==> config.mk <==
export PLATFORM = sky130hd
export DESIGN_NAME = thermo_maj_sel_flat
export DESIGN_NICKNAME = d
export VERILOG_FILES = /design/src/rtl/thermo_maj_sel_if.sv /design/src/rtl/thermo_maj_sel.sv /design/src/flat_wrapper.sv
export SDC_FILE = /design/constraint.sdc
export NUM_CORES = 1
export LEC_CHECK = 0
export ABC_CLOCK_PERIOD_IN_PS = 6700
export CELL_PAD_IN_SITES_DETAIL_PLACEMENT = 0
export CELL_PAD_IN_SITES_GLOBAL_PLACEMENT = 1
export CORE_UTILIZATION = 26
export CTS_CLUSTER_SIZE = 25
export DETAILED_ROUTE_END_ITERATION = 6
export PLACE_DENSITY_LB_ADDON = 0.1
export SLEW_MARGIN = 20
export SYNTH_ARGS = -nofsm -noshare
export SYNTH_HDL_FRONTEND = slang
export SYNTH_SLANG_ARGS = --single-unit
==> constraint.sdc <==
create_clock -name clk -period 6.7 [get_ports clk]
set_input_delay 1.34 -clock clk [delete_from_list [all_inputs] [get_ports clk]]
set_output_delay 1.34 -clock clk [all_outputs]
set_load 0.05 [all_outputs]
==> src/rtl/thermo_maj_sel_if.sv <==
// Bundle of the sample-side and result-side signals of thermo_maj_sel.
//   master : drives in_valid, in1..in4; observes out_valid, out, err
//   slave  : consumes in_valid, in1..in4; drives out_valid, out, err
// TW is the thermometer width, BW the binary result width (2**BW > TW).
interface thermo_maj_sel_if #(
  parameter int TW = 15,
  parameter int BW = 4
);
  logic          in_valid;
  logic [TW-1:0] in1;
  logic [TW-1:0] in2;
  logic [TW-1:0] in3;
  logic [TW-1:0] in4;
  logic          out_valid;
  logic [BW-1:0] out;
  logic          err;

  modport master (
    output in_valid, in1, in2, in3, in4,
    input  out_valid, out, err
  );

  modport slave (
    input  in_valid, in1, in2, in3, in4,
    output out_valid, out, err
  );
endinterface

==> src/rtl/thermo_maj_sel.sv <==
// Second-largest selector for four thermometer-coded samples.
// A per-bit 2-of-4 majority yields the thermometer code of the second-largest
// sample; its popcount is registered as the binary result (1 clock latency,
// full throughput, no backpressure).
// Ports:
//   clk  : rising-edge clock
//   rst  : synchronous active-high reset (priority over in_valid)
//   bus  : thermo_maj_sel_if.slave
//          in_valid/in1..in4 in, out_valid/out/err out
//          err=1 (out=0) when any valid sample is not a legal thermometer code
module thermo_maj_sel #(
  parameter int TW = 15,
  parameter int BW = 4
) (
  input logic            clk,
  input logic            rst,
  thermo_maj_sel_if.slave bus
);

  logic [TW-1:0] maj;
  logic [BW-1:0] result;
  logic          any_illegal;

  logic          out_valid_q;
  logic [BW-1:0] out_q;
  logic          err_q;

  // A legal code has no 0 directly below a 1, i.e. no "10" pair at [k+1:k].
  function automatic logic is_illegal(input logic [TW-1:0] v);
    return |(v[TW-1:1] & ~v[TW-2:0]);
  endfunction

  // At-least-2-of-4 per bit: any pair of samples both set.
  assign maj = (bus.in1 & bus.in2) | (bus.in1 & bus.in3) | (bus.in1 & bus.in4) |
               (bus.in2 & bus.in3) | (bus.in2 & bus.in4) | (bus.in3 & bus.in4);

  assign any_illegal = is_illegal(bus.in1) | is_illegal(bus.in2) |
                       is_illegal(bus.in3) | is_illegal(bus.in4);

  // Popcount of the majority code; TW < 2**BW so the sum cannot overflow.
  always_comb begin
    // NOTE: give every always_comb output a default first so no path leaves it
    // unassigned, which would infer a latch.
    result = '0;
    for (int k = 0; k < TW; k++) begin
      result = result + BW'(maj[k]);
    end
  end

  always_ff @(posedge clk) begin
    // NOTE: sequential state uses non-blocking (<=) so every register samples
    // pre-edge values regardless of statement order.
    if (rst) begin
      out_valid_q <= 1'b0;
      out_q       <= '0;
      err_q       <= 1'b0;
    end else begin
      out_valid_q <= bus.in_valid;
      if (bus.in_valid) begin
        out_q <= any_illegal ? '0 : result;
        err_q <= any_illegal;
      end
    end
  end

  assign bus.out_valid = out_valid_q;
  assign bus.out       = out_q;
  assign bus.err       = err_q;

endmodule

==> src/flat_wrapper.sv <==
// flat-port wrapper written by rule: the top's interface ports become plain ports
module thermo_maj_sel_flat 
#(
  parameter int TW = 15,
  parameter int BW = 4
)
  (clk, rst, bus_in_valid, bus_in1, bus_in2, bus_in3, bus_in4, bus_out_valid, bus_out, bus_err);
  thermo_maj_sel_if #(.TW(TW), .BW(BW)) bus_i ();
  input logic clk;
  input logic rst;
  input wire logic [$bits(bus_i.in_valid)-1:0] bus_in_valid;
  input wire logic [$bits(bus_i.in1)-1:0] bus_in1;
  input wire logic [$bits(bus_i.in2)-1:0] bus_in2;
  input wire logic [$bits(bus_i.in3)-1:0] bus_in3;
  input wire logic [$bits(bus_i.in4)-1:0] bus_in4;
  output wire logic [$bits(bus_i.out_valid)-1:0] bus_out_valid;
  output wire logic [$bits(bus_i.out)-1:0] bus_out;
  output wire logic [$bits(bus_i.err)-1:0] bus_err;
  assign bus_i.in_valid = bus_in_valid;
  assign bus_i.in1 = bus_in1;
  assign bus_i.in2 = bus_in2;
  assign bus_i.in3 = bus_in3;
  assign bus_i.in4 = bus_in4;
  assign bus_out_valid = bus_i.out_valid;
  assign bus_out = bus_i.out;
  assign bus_err = bus_i.err;
  thermo_maj_sel #(.TW(TW), .BW(BW)) u_core (.clk(clk), .rst(rst), .bus(bus_i));
endmodule
# Yosys cells after proc, flatten, opt, wreduce, memory -nomap -nowiden
# Index checks and enable logic that the tools add are counted.
# W data, S select, Z words.
classes:
  muxes: 1
  add_sub_neg: 14
  bitwise_logic: 22
  reduce_logical: 4
op_table:
  columns: ["operator", "n"]
  rows:
  - ["$and A15 B15 Y15", 6]
  - ["$or A15 B15 Y15", 5]
  - ["$and A14 B14 Y14", 4]
  - ["$not A14 Y14", 4]
  - ["$reduce_or A14 Y1", 4]
  - ["$add A4 B1 Y4", 13]
  - ["$mux W4", 1]
  - ["$or A1 B1 Y1", 3]
  - ["$add A1 B1 Y2", 1]
word_totals:
  out_inout_bits: 6
  elab_cells: 44
  ff_bits: 6
  input_bits: 63

# Logic depth before layout (Yosys ltp)
# Gate-level depths: netlist of the first run.
logic_depth:
  word_depth: 21
  mapped_depth: 15
  mapped_depth_nobuf: 15

# Worst setup path after synthesis of the first run
# OpenSTA, ideal clock, no wires.
synth_timing:
  path_type: "input-to-reg"
  startpoint: "input bus_in1[0]"
  endpoint: "register u_core.out_q[3], in the netlist u_core.bus.out[3]"
  cell_stages: 15
  path_buffers: 0
  t_arrival_ps: 5006
  setup_ps: 118
  setup_slack_ps: 1576
  path_cell_list: "maj3_1 > nor2_1 > nor2_1 > ha_1 > fa_1 > fa_1 > fa_1 > inv_1 > fa_1 > inv_1 > ha_1 > a21o_1 > a21oi_1 > xor2_1 > o21ai_1"
synth_between:
  elab_chain_len: 21
  elab_cells_between_ends: 29
  classes_between: "14 x add/sub; 1 x mux; 13 x bitwise; 1 x reduce/logical"
synth_lines:
  columns: ["item", "line", "rtl"]
  rows:
  - ["start: declaration", "flat_wrapper.sv:12", "input wire logic [$bits(bus_i.in1)-1:0] bus_in1;"]
  - ["$and A15 B15 Y15", "thermo_maj_sel.sv:34", "assign maj = (bus.in1 & bus.in2) | (bus.in1 & bus.in3) | (bus.in1 & bus.in4) |"]
  - ["$or A15 B15 Y15 (3 in a row)", "thermo_maj_sel.sv:34", null]
  - ["$or A15 B15 Y15 (2 in a row)", "thermo_maj_sel.sv:35", "(bus.in2 & bus.in3) | (bus.in2 & bus.in4) | (bus.in3 & bus.in4);"]
  - ["$add A1 B1 Y2", "thermo_maj_sel.sv:46", "result = result + BW'(maj[k]);"]
  - ["$add A4 B1 Y4 (13 in a row)", "thermo_maj_sel.sv:46", null]
  - ["$mux W4 *", "thermo_maj_sel.sv:60", "out_q <= any_illegal ? '0 : result;"]
  - ["end signal: assignment", "thermo_maj_sel.sv:60", null]
  - ["end: declaration", "thermo_maj_sel.sv:25", "logic [BW-1:0] out_q;"]
# Mark *: on every way between the ends. The rest lies on a longest branch, timed or not.
# A chain may end at the register's enable or synchronous reset.

# Worst setup path in the final report of the first run
layout_timing:
  startpoint: "input bus_in1[1]"
  endpoint: "register u_core.out_q[3], in the netlist u_core.bus.out[3]"
# Same word-level chain as after synthesis.

==> results.cfg, run 1 <==
[sta]
fin_ws_ps = 1230
fin_skew_ps = 0
fmax_mhz = 183
tns_ps = 0
finalHoldViolations = 0
tightestPinTransition_ps = 512
slew_violations = 0
setup_viol = 0
period_share_pct = 81.7
max_slew_margin_pct = 65.8
layout_min_cycle_time_ps = 5470
rsz0062_at_grt = false

[drt]
dr.pass1.iters = 4
wl_mm = 4.06
vias = 1440
postRouteAntennaNets = 0
vias_per_cell = 4.74
drtIter0Drc = 53
drt-wirelength-per-cell_um = 13.4
route.detailed.drc = 0

[clocking]
cts_resized = 0
cts.path.max_buffers = 2
clock-sinks = 6
cts_tree = built
hold_buffers = 0
ctsHtreeMaxLevel = 1
cts.reportedPaths.clkPinSlew_ps = 40
cts_root_buffer = clkbuf_8
clk_latency_ps = 220
cts_buffers = 3
postCtsSetupBuffers = 0

[pwr]
powerDensity_mw_per_mm2 = 168
ir_drop_v = 0.000122
p_leak_nw = 0.760

[critical_path]
crit_type = in2reg
cp.arrival_ps = 5590
crit_path_end_kind = register
path_max_fanout = 4
worst-endpoint-required_ps = 6810
rr_startpoint = u_core.bus.err
cp-startpoint = bus_in1[1]
critPathLaunchType = primary input

[floorplan]
core_mm2 = 0.00450
ios = 69
fp.dieH_um = 71.6
fp.dieArea_mm2 = 0.00513
die_w_um = 71.6
start_util_pct = 28.0
rows = 24

[synth]
synthesis.nets = 259
yosysSeqAreaShare_pct = 9.52
synthCells = 181
yosys_warnings = 0
avgSynthCellArea_um2 = 6.97
syn_area_mm2 = 0.00126
synth_seq_cells = 6
ys_types = 22

[job]
maxCapViolations = 0

[placement]
port_buffers = 68
place_hpwl_mm = 3.58
place_area_mm2 = 0.00201
dp_slack_ps = 972
place_congestion = 0.825

[final_layout]
drive_gt1_share_pct = 2.38
antenna_cells = 0
fillers = 452
fin_area_mm2 = 0.00205
regArea_um2 = 120
finalNetCount = 332
syn_to_final_growth_pct = 62.4
multi_input_area_mm2 = 0.00111

[min_path]
hold_path_class = reg2reg
worstHoldStart = u_core.bus.out[0]

[global_routing]
antenna_found_initial = 0
grt_pass1_vias = 1437
grt_pass1_wl_mm = 6.76
grt_max_degree = 5
grt.total_usage_pct = 16.7
grt_overflow = 0

[outcome]
status = completed
[cells in the final DEF (no fill, tap or decap), drive strengths merged]
cell type / count
nor4bb: 1
and2: 24
o22ai: 12
o21ai: 6
a21o: 1
nor2: 57
nand2b: 4
nand2: 6
xnor2: 1
fa: 9
dfxtp: 6
xor2: 1
clkdlybuf4s50: 68
nor3: 15
ha: 6
clkbuf: 3
maj3: 15
and4b: 1
inv: 8
nor4: 3
a21oi: 1
nor3b: 1
nand4: 3
[synthesized netlist by cell type]
| cell | instances | share of area (%) |
|---|---|---|
| nor3b_1 | 1 | 0.60 |
| ha_1 | 6 | 6.0 |
| o22ai_1 | 12 | 6.0 |
| and2_1 | 24 | 12 |
| xor2_1 | 1 | 0.69 |
| nor4bb_1 | 1 | 0.79 |
| xnor2_1 | 1 | 0.69 |
| o21ai_1 | 4 | 1.6 |
| fa_1 | 9 | 14 |
| nor2_1 | 57 | 17 |
| inv_1 | 8 | 2.4 |
| a21oi_1 | 1 | 0.40 |
| nand2b_1 | 4 | 2.0 |
| dfxtp_1 | 6 | 9.5 |
| nand2_1 | 6 | 1.8 |
| nor4_2 | 3 | 3.0 |
| maj3_1 | 15 | 12 |
| nor3_1 | 15 | 6.0 |
| a21o_1 | 1 | 0.60 |
| and4b_1 | 1 | 0.79 |
| o21ai_0 | 2 | 0.79 |
| nand4_1 | 3 | 1.5 |
[power by group]
group | switching (W) | internal (W)
sequential | 0.000000334 | 0.0000367
combinational | 0.000125 | 0.000128
clock | 0.0000164 | 0.0000387
total | 0.000141 | 0.000203
[flip-flops by register name, summed over array words and instances, names as in the netlist]
register,count
u_core.bus.err,1
u_core.bus.out,4
u_core.bus.out_valid,1
[metrics by stage]
step | hold slack [ps] | power [W] | instances | utilization (%)
3_3_place_gp | 437 | 0.000291 | 301 | 44.6
6_report | 443 | 0.000344 | 304 | 45.5
5_1_grt | 469 | 0.000395 | 304 | 45.5
3_5_place_dp | 443 | 0.000289 | 301 | 44.6
4_1_cts | 448 | 0.000348 | 304 | 45.5
2_1_floorplan | 658 | 0.000204 | 181 | -
[cells by family (layout without fill, tap and decap cells)]
kind of cell             after synthesis  count (layout)  synth area share (%)
AO/OA/AOI/OAI                         20              20                  9.33
XOR/XNOR                               2               2                  1.39
adder cells (fa/ha/maj)               30              30                  32.1
buffers and inverters                  8              79                  2.38
flip-flops                             6               6                  9.52
AND/OR/NAND/NOR                      115             115                  45.2
[per-layer routing]
metal / vias up / share of wire (%) / GRT usage (%)
met5: - / 0 / 0
met4: 0 / 0 / 0.654
met3: 0 / 6.4 / 3.23
met2: 49 / 42 / 28.2
met1: 625 / 51 / 23.1
li1: 766 / - / -
[cell type report]
class / instances / area share, %
clock buffer: 3 / 2.02
inverter: 8 / 1.47
multi-input combinational: 167 / 54.2
sequential: 6 / 5.86
tap: 52 / 3.18
timing repair buffer: 68 / 33.2
[path summary, 6_finish.rpt]
| path | to | slack (ps) | cells past startpoint |
|---|---|---|---|
| max reg2reg | u_core.bus.err | 6110 | 2 |
| max | u_core.bus.out[3] | 1230 | 16 |
| min | u_core.bus.out[0] | 440 | 2 |
| min reg2reg | u_core.bus.out[0] | 440 | 2 |
[worst max-delay path, cell delays in order]
cell and delay, ps:
clkdlybuf4s50_1 460, maj3_1 370, nor2_1 90, nor2_1 50, ha_1 300, fa_1 520, fa_1 450, fa_1 510
inv_1 50, fa_1 530, inv_1 70, ha_1 280, a21o_1 150, a21oi_1 160, xor2_1 160, o21ai_1 80
Power figures use the tool's default switching activity.
==> inputs of run 2 (changes only) <==
- ABC_CLOCK_PERIOD_IN_PS: 6700 -> 4470
- CORE_UTILIZATION: 26 -> 24
- clock period: 6.7 -> 4.47 ns (I/O delays scaled with it)
==> results.cfg, run 2 (synthesis results as in run 1) <==
[outcome]
status = completed

[global_routing]
antenna_found_initial = 0
grt.total_usage_pct = 17.1
grt_max_degree = 5
grt_pass1_wl_mm = 7.21
grt_overflow = 0
grt_pass1_vias = 1581

[sta]
fmax_mhz = 228
worst_hold_slack_ps = 441
tightestPinTransition_ps = 491
rsz0062_at_grt = true
slew_violations = 0
fin_ws_ps = 77.8
finalHoldViolations = 0
fin_skew_ps = 0
setup_viol = 0
layout_min_cycle_time_ps = 4390
max_slew_margin_pct = 67.2
period_share_pct = 98.3

[drt]
dr.pass1.iters = 4
drt-wirelength-per-cell_um = 12.3
wl_mm = 4.34
vias = 1562
postRouteAntennaNets = 0
route.detailed.drc = 0
vias_per_cell = 4.41
drtIter0Drc = 40

[clocking]
cts_tree = built
cts.reportedPaths.clkPinSlew_ps = 40
clock-sinks = 6
cts.path.max_buffers = 2
cts_root_buffer = clkbuf_8
ctsHtreeMaxLevel = 1
cts_buffers = 3
clk_latency_ps = 220

[final_layout]
fin_area_mm2 = 0.00238
finalNetCount = 364
drive_gt1_share_pct = 23.9
fin_util_pct = 46.8
final_common_cell = nor2_1
largest_reg_flops = 4
layout_common_cells = nor2_1, clkdlybuf4s50_1, buf_4, and2_1, nor3_1
syn_to_final_growth_pct = 88.4
fillers = 536
antenna_cells = 0

[critical_path]
crit_path_max_incr_delay_ps = 530
crit_type = in2reg
path_max_fanout = 2
worst-endpoint-required_ps = 4620
crit_path_end_kind = register
critPathLaunchType = primary input
worstPathCellList = buf_6, maj3_2, nor2_2, nor2_1, ha_1, fa_1, fa_2, fa_1, fa_1, ha_2, fa_2, inv_2, o21ai_1
cp.arrival_ps = 4540
crit_top_cell = fa_1
crit_slowest_cell = fa_2

[placement]
place_congestion = 0.759
place_area_mm2 = 0.00227
port_buffers = 68
place_hpwl_mm = 3.82
dp_slack_ps = -608

[floorplan]
fp.dieArea_mm2 = 0.00555
core_mm2 = 0.00507
rows = 26
ios = 69
die_w_um = 74.5
fp.dieH_um = 74.5
start_util_pct = 24.9

[pwr]
total_power_w = 0.000615
powerDensity_mw_per_mm2 = 259
ir_drop_v = 0.000126
p_leak_nw = 0.986

[min_path]
hold_path_class = reg2reg

[job]
maxCapViolations = 0
## run 2: cell count changes in the layout (fill, tap and decap cells not counted), sizes merged
cell	change
dlygate4sd2	+12
dlymetal6s2s	+4
clkdlybuf4s50	-23
clkdlybuf4s15	+1
buf	+38
## run 2: area by class of cell
| class | count | area (um^2) | share of cell area (%) |
|---|---|---|---|
| timing repair buffer | 100 | 923 | 38.9 |
| clock buffer | 3 | 41.3 | 1.74 |
| tap | 70 | 87.6 | 3.69 |
| multi-input combinational | 167 | 1170 | 49.4 |
| inverter | 8 | 30.0 | 1.26 |
| sequential | 6 | 120 | 5.06 |
## run 2: critical path: cells and delay by family
| kind | cells | cell delay (ps) |
|---|---|---|
| compound gates | 1 | 90 |
| fa+ha+maj | 8 | 3260 |
| buf+inv | 2 | 120 |
| simple gates | 2 | 160 |
## run 2: path summary, 6_finish.rpt
kind	startpoint	end	slack (ps)	cells past startpoint
setup / recovery	bus_in1[1]	u_core.bus.out[1]	80	13
hold / removal	u_core.bus.out[0]	u_core.bus.out[0]	440	2
setup reg to reg	u_core.bus.err	u_core.bus.err	3870	2
hold reg to reg	u_core.bus.out[0]	u_core.bus.out[0]	440	2
## run 2: timing repair
item	CTS	global route
pin swaps	31	14
hold buffers	0	0
buffers inserted	1	0
setup endpoints to repair	3	3
resized for setup	52	17
hold endpoints to repair	0	0
## run 2: report_power, final
group          switching, W  internal, W
combinational      0.000215     0.000263
clock             0.0000234    0.0000579
sequential      0.000000345    0.0000550
total              0.000239     0.000376
## run 2: routing by layer
| layer | vias to the layer above | track usage (%) | share of wire (%) |
|---|---|---|---|
| met4 | 0 | 0.629 | 0 |
| met3 | 0 | 3.12 | 6.0 |
| li1 | 831 | - | - |
| met5 | - | 0 | 0 |
| met1 | 685 | 22.5 | 47 |
| met2 | 46 | 30.4 | 47 |
## run 2: metrics by stage
step                instances  setup TNS, ps
finish                    354              0
global route              354          -88.4
CTS                       354          -90.0
detailed placement        350          -1970
global placement          350          -1840
floorplan                 181              0
==> inputs of run 3 (changes only) <==
- CORE_ASPECT_RATIO: unset -> 0.9
==> results.cfg, run 3 (synthesis results as in run 1) <==
[floorplan]
ios = 69
fp.dieH_um = 70.8
die_w_um = 78.4
start_util_pct = 25.5
core_mm2 = 0.00495
fp.dieArea_mm2 = 0.00555
rows = 24

[final_layout]
drive_gt1_share_pct = 24.6
layout_common_cells = nor2_1, clkdlybuf4s50_1, buf_4, and2_1, dlygate4sd2_1
antenna_cells = 0
fin_area_mm2 = 0.00239
fillers = 531
syn_to_final_growth_pct = 89.7
fin_util_pct = 48.3
final_common_cell = nor2_1
finalNetCount = 369
largest_reg_flops = 4

[sta]
slew_violations = 0
fmax_mhz = 228
period_share_pct = 98.3
setup_viol = 0
fin_ws_ps = 78.2
max_slew_margin_pct = 66.8
finalHoldViolations = 0
tightestPinTransition_ps = 497
rsz0062_at_grt = true
fin_skew_ps = 0
layout_min_cycle_time_ps = 4390

[outcome]
status = completed

[global_routing]
grt_pass1_wl_mm = 7.55
grt_pass1_vias = 1638
antenna_found_initial = 0
grt_overflow = 0
grt_max_degree = 5
grt.total_usage_pct = 17.4

[clocking]
cts_buffers = 3
cts.path.max_buffers = 2
clk_latency_ps = 230
hold_buffers = 0
ctsHtreeMaxLevel = 1
cts.reportedPaths.clkPinSlew_ps = 40
clock-sinks = 6
cts_root_buffer = clkbuf_8
cts_tree = built

[drt]
vias_per_cell = 4.49
dr.pass1.iters = 4
drt-wirelength-per-cell_um = 13.0
wl_mm = 4.59
drtIter0Drc = 57
route.detailed.drc = 0
vias = 1588
postRouteAntennaNets = 0

[min_path]
whs_endpoint = u_core.bus.out[0]
worstHoldStart = u_core.bus.out[0]
hold_path_class = reg2reg
hold_depth = 2

[placement]
place_area_mm2 = 0.00230
port_buffers = 68
place_hpwl_mm = 4.01
dp_slack_ps = -573
place_congestion = 0.792

[job]
maxCapViolations = 0

[critical_path]
cp.arrival_ps = 4550
r2r_slack_ps = 3850
critPathLaunchType = primary input
crit_type = in2reg
worst-endpoint-required_ps = 4630
path_max_fanout = 2
r2r_cells = 2
r2r_end = u_core.bus.err
rr_startpoint = u_core.bus.err
crit_path_end_kind = register

[pwr]
ir_drop_v = 0.000284
p_leak_nw = 0.978
powerDensity_mw_per_mm2 = 267
## run 3: layer usage
layer	part of all wire (%)	routed length [um]	track usage, %	up-vias
met5	0	0	0	-
met4	0.37	17	1.85	0
met3	7.5	344	3.74	2
met2	42	1940	27.5	55
met1	50	2280	24.9	686
li1	-	-	-	845
## run 3: layout make-up
type / instances / area, um^2 / share of cell area, %
multi-input cells: 167 / 1180 / 49.4
repair buffers: 105 / 938 / 39.2
well taps: 65 / 81.3 / 3.40
inverters: 8 / 30.0 / 1.26
clock buffers: 3 / 41.3 / 1.73
flip-flops and latches: 6 / 120 / 5.02
## run 3: through the flow
step                hold WS, ps  setup TNS, ps  std cells  power (W)
detailed placement          447          -1800        350   0.000489
floorplan                   658              0        181   0.000319
CTS                         450              0        354   0.000618
finish                      447              0        354   0.000640
global placement            437          -1640        350   0.000484
global route                478          -57.7        354   0.000717
## run 3: critical path, cell delays in order
cell and delay, ps:
dlygate4sd2_1 250, maj3_1 360, nor2_2 100, nor2_2 50
fa_1 530, fa_2 590, fa_1 440, fa_2 500
ha_4 180, fa_2 520, inv_2 30, o21ai_2 90
## run 3: where the power goes
part / leakage, nW / internal (W) / switching, W / total, W
combinational: 0.907 / 0.000274 / 0.000223 / 0.000497
clock: 0.0216 / 0.0000584 / 0.0000291 / 0.0000875
sequential: 0.0489 / 0.0000549 / 0.000000480 / 0.0000554
total: 0.978 / 0.000387 / 0.000253 / 0.000640
## run 3: timing repair
action / CTS / global route
hold endpoints to repair: 0 / 0
gates resized for setup: 55 / 11
setup endpoints to repair: 3 / 3
buffers inserted: 1 / 0
pin swaps: 33 / 17
gates cloned: 0 / 0
## run 3: worst max-delay path by stage
| stage | startpoint | slack, ps | endpoint | depth (start not counted) |
|---|---|---|---|---|
| 2_1_floorplan | bus_in1[1] | 2 | u_core.bus.out[3] | 15 |
| 3_3_place_gp | bus_in1[1] | -520 | u_core.bus.out[3] | 16 |
| 3_5_place_dp | bus_in1[1] | -570 | u_core.bus.out[3] | 16 |
| 4_1_cts | bus_in1[1] | 3 | u_core.bus.out[1] | 13 |
| 5_1_grt | bus_in1[1] | -40 | u_core.bus.out[1] | 13 |
| 6_report | bus_in3[10] | 80 | u_core.bus.out[1] | 12 |
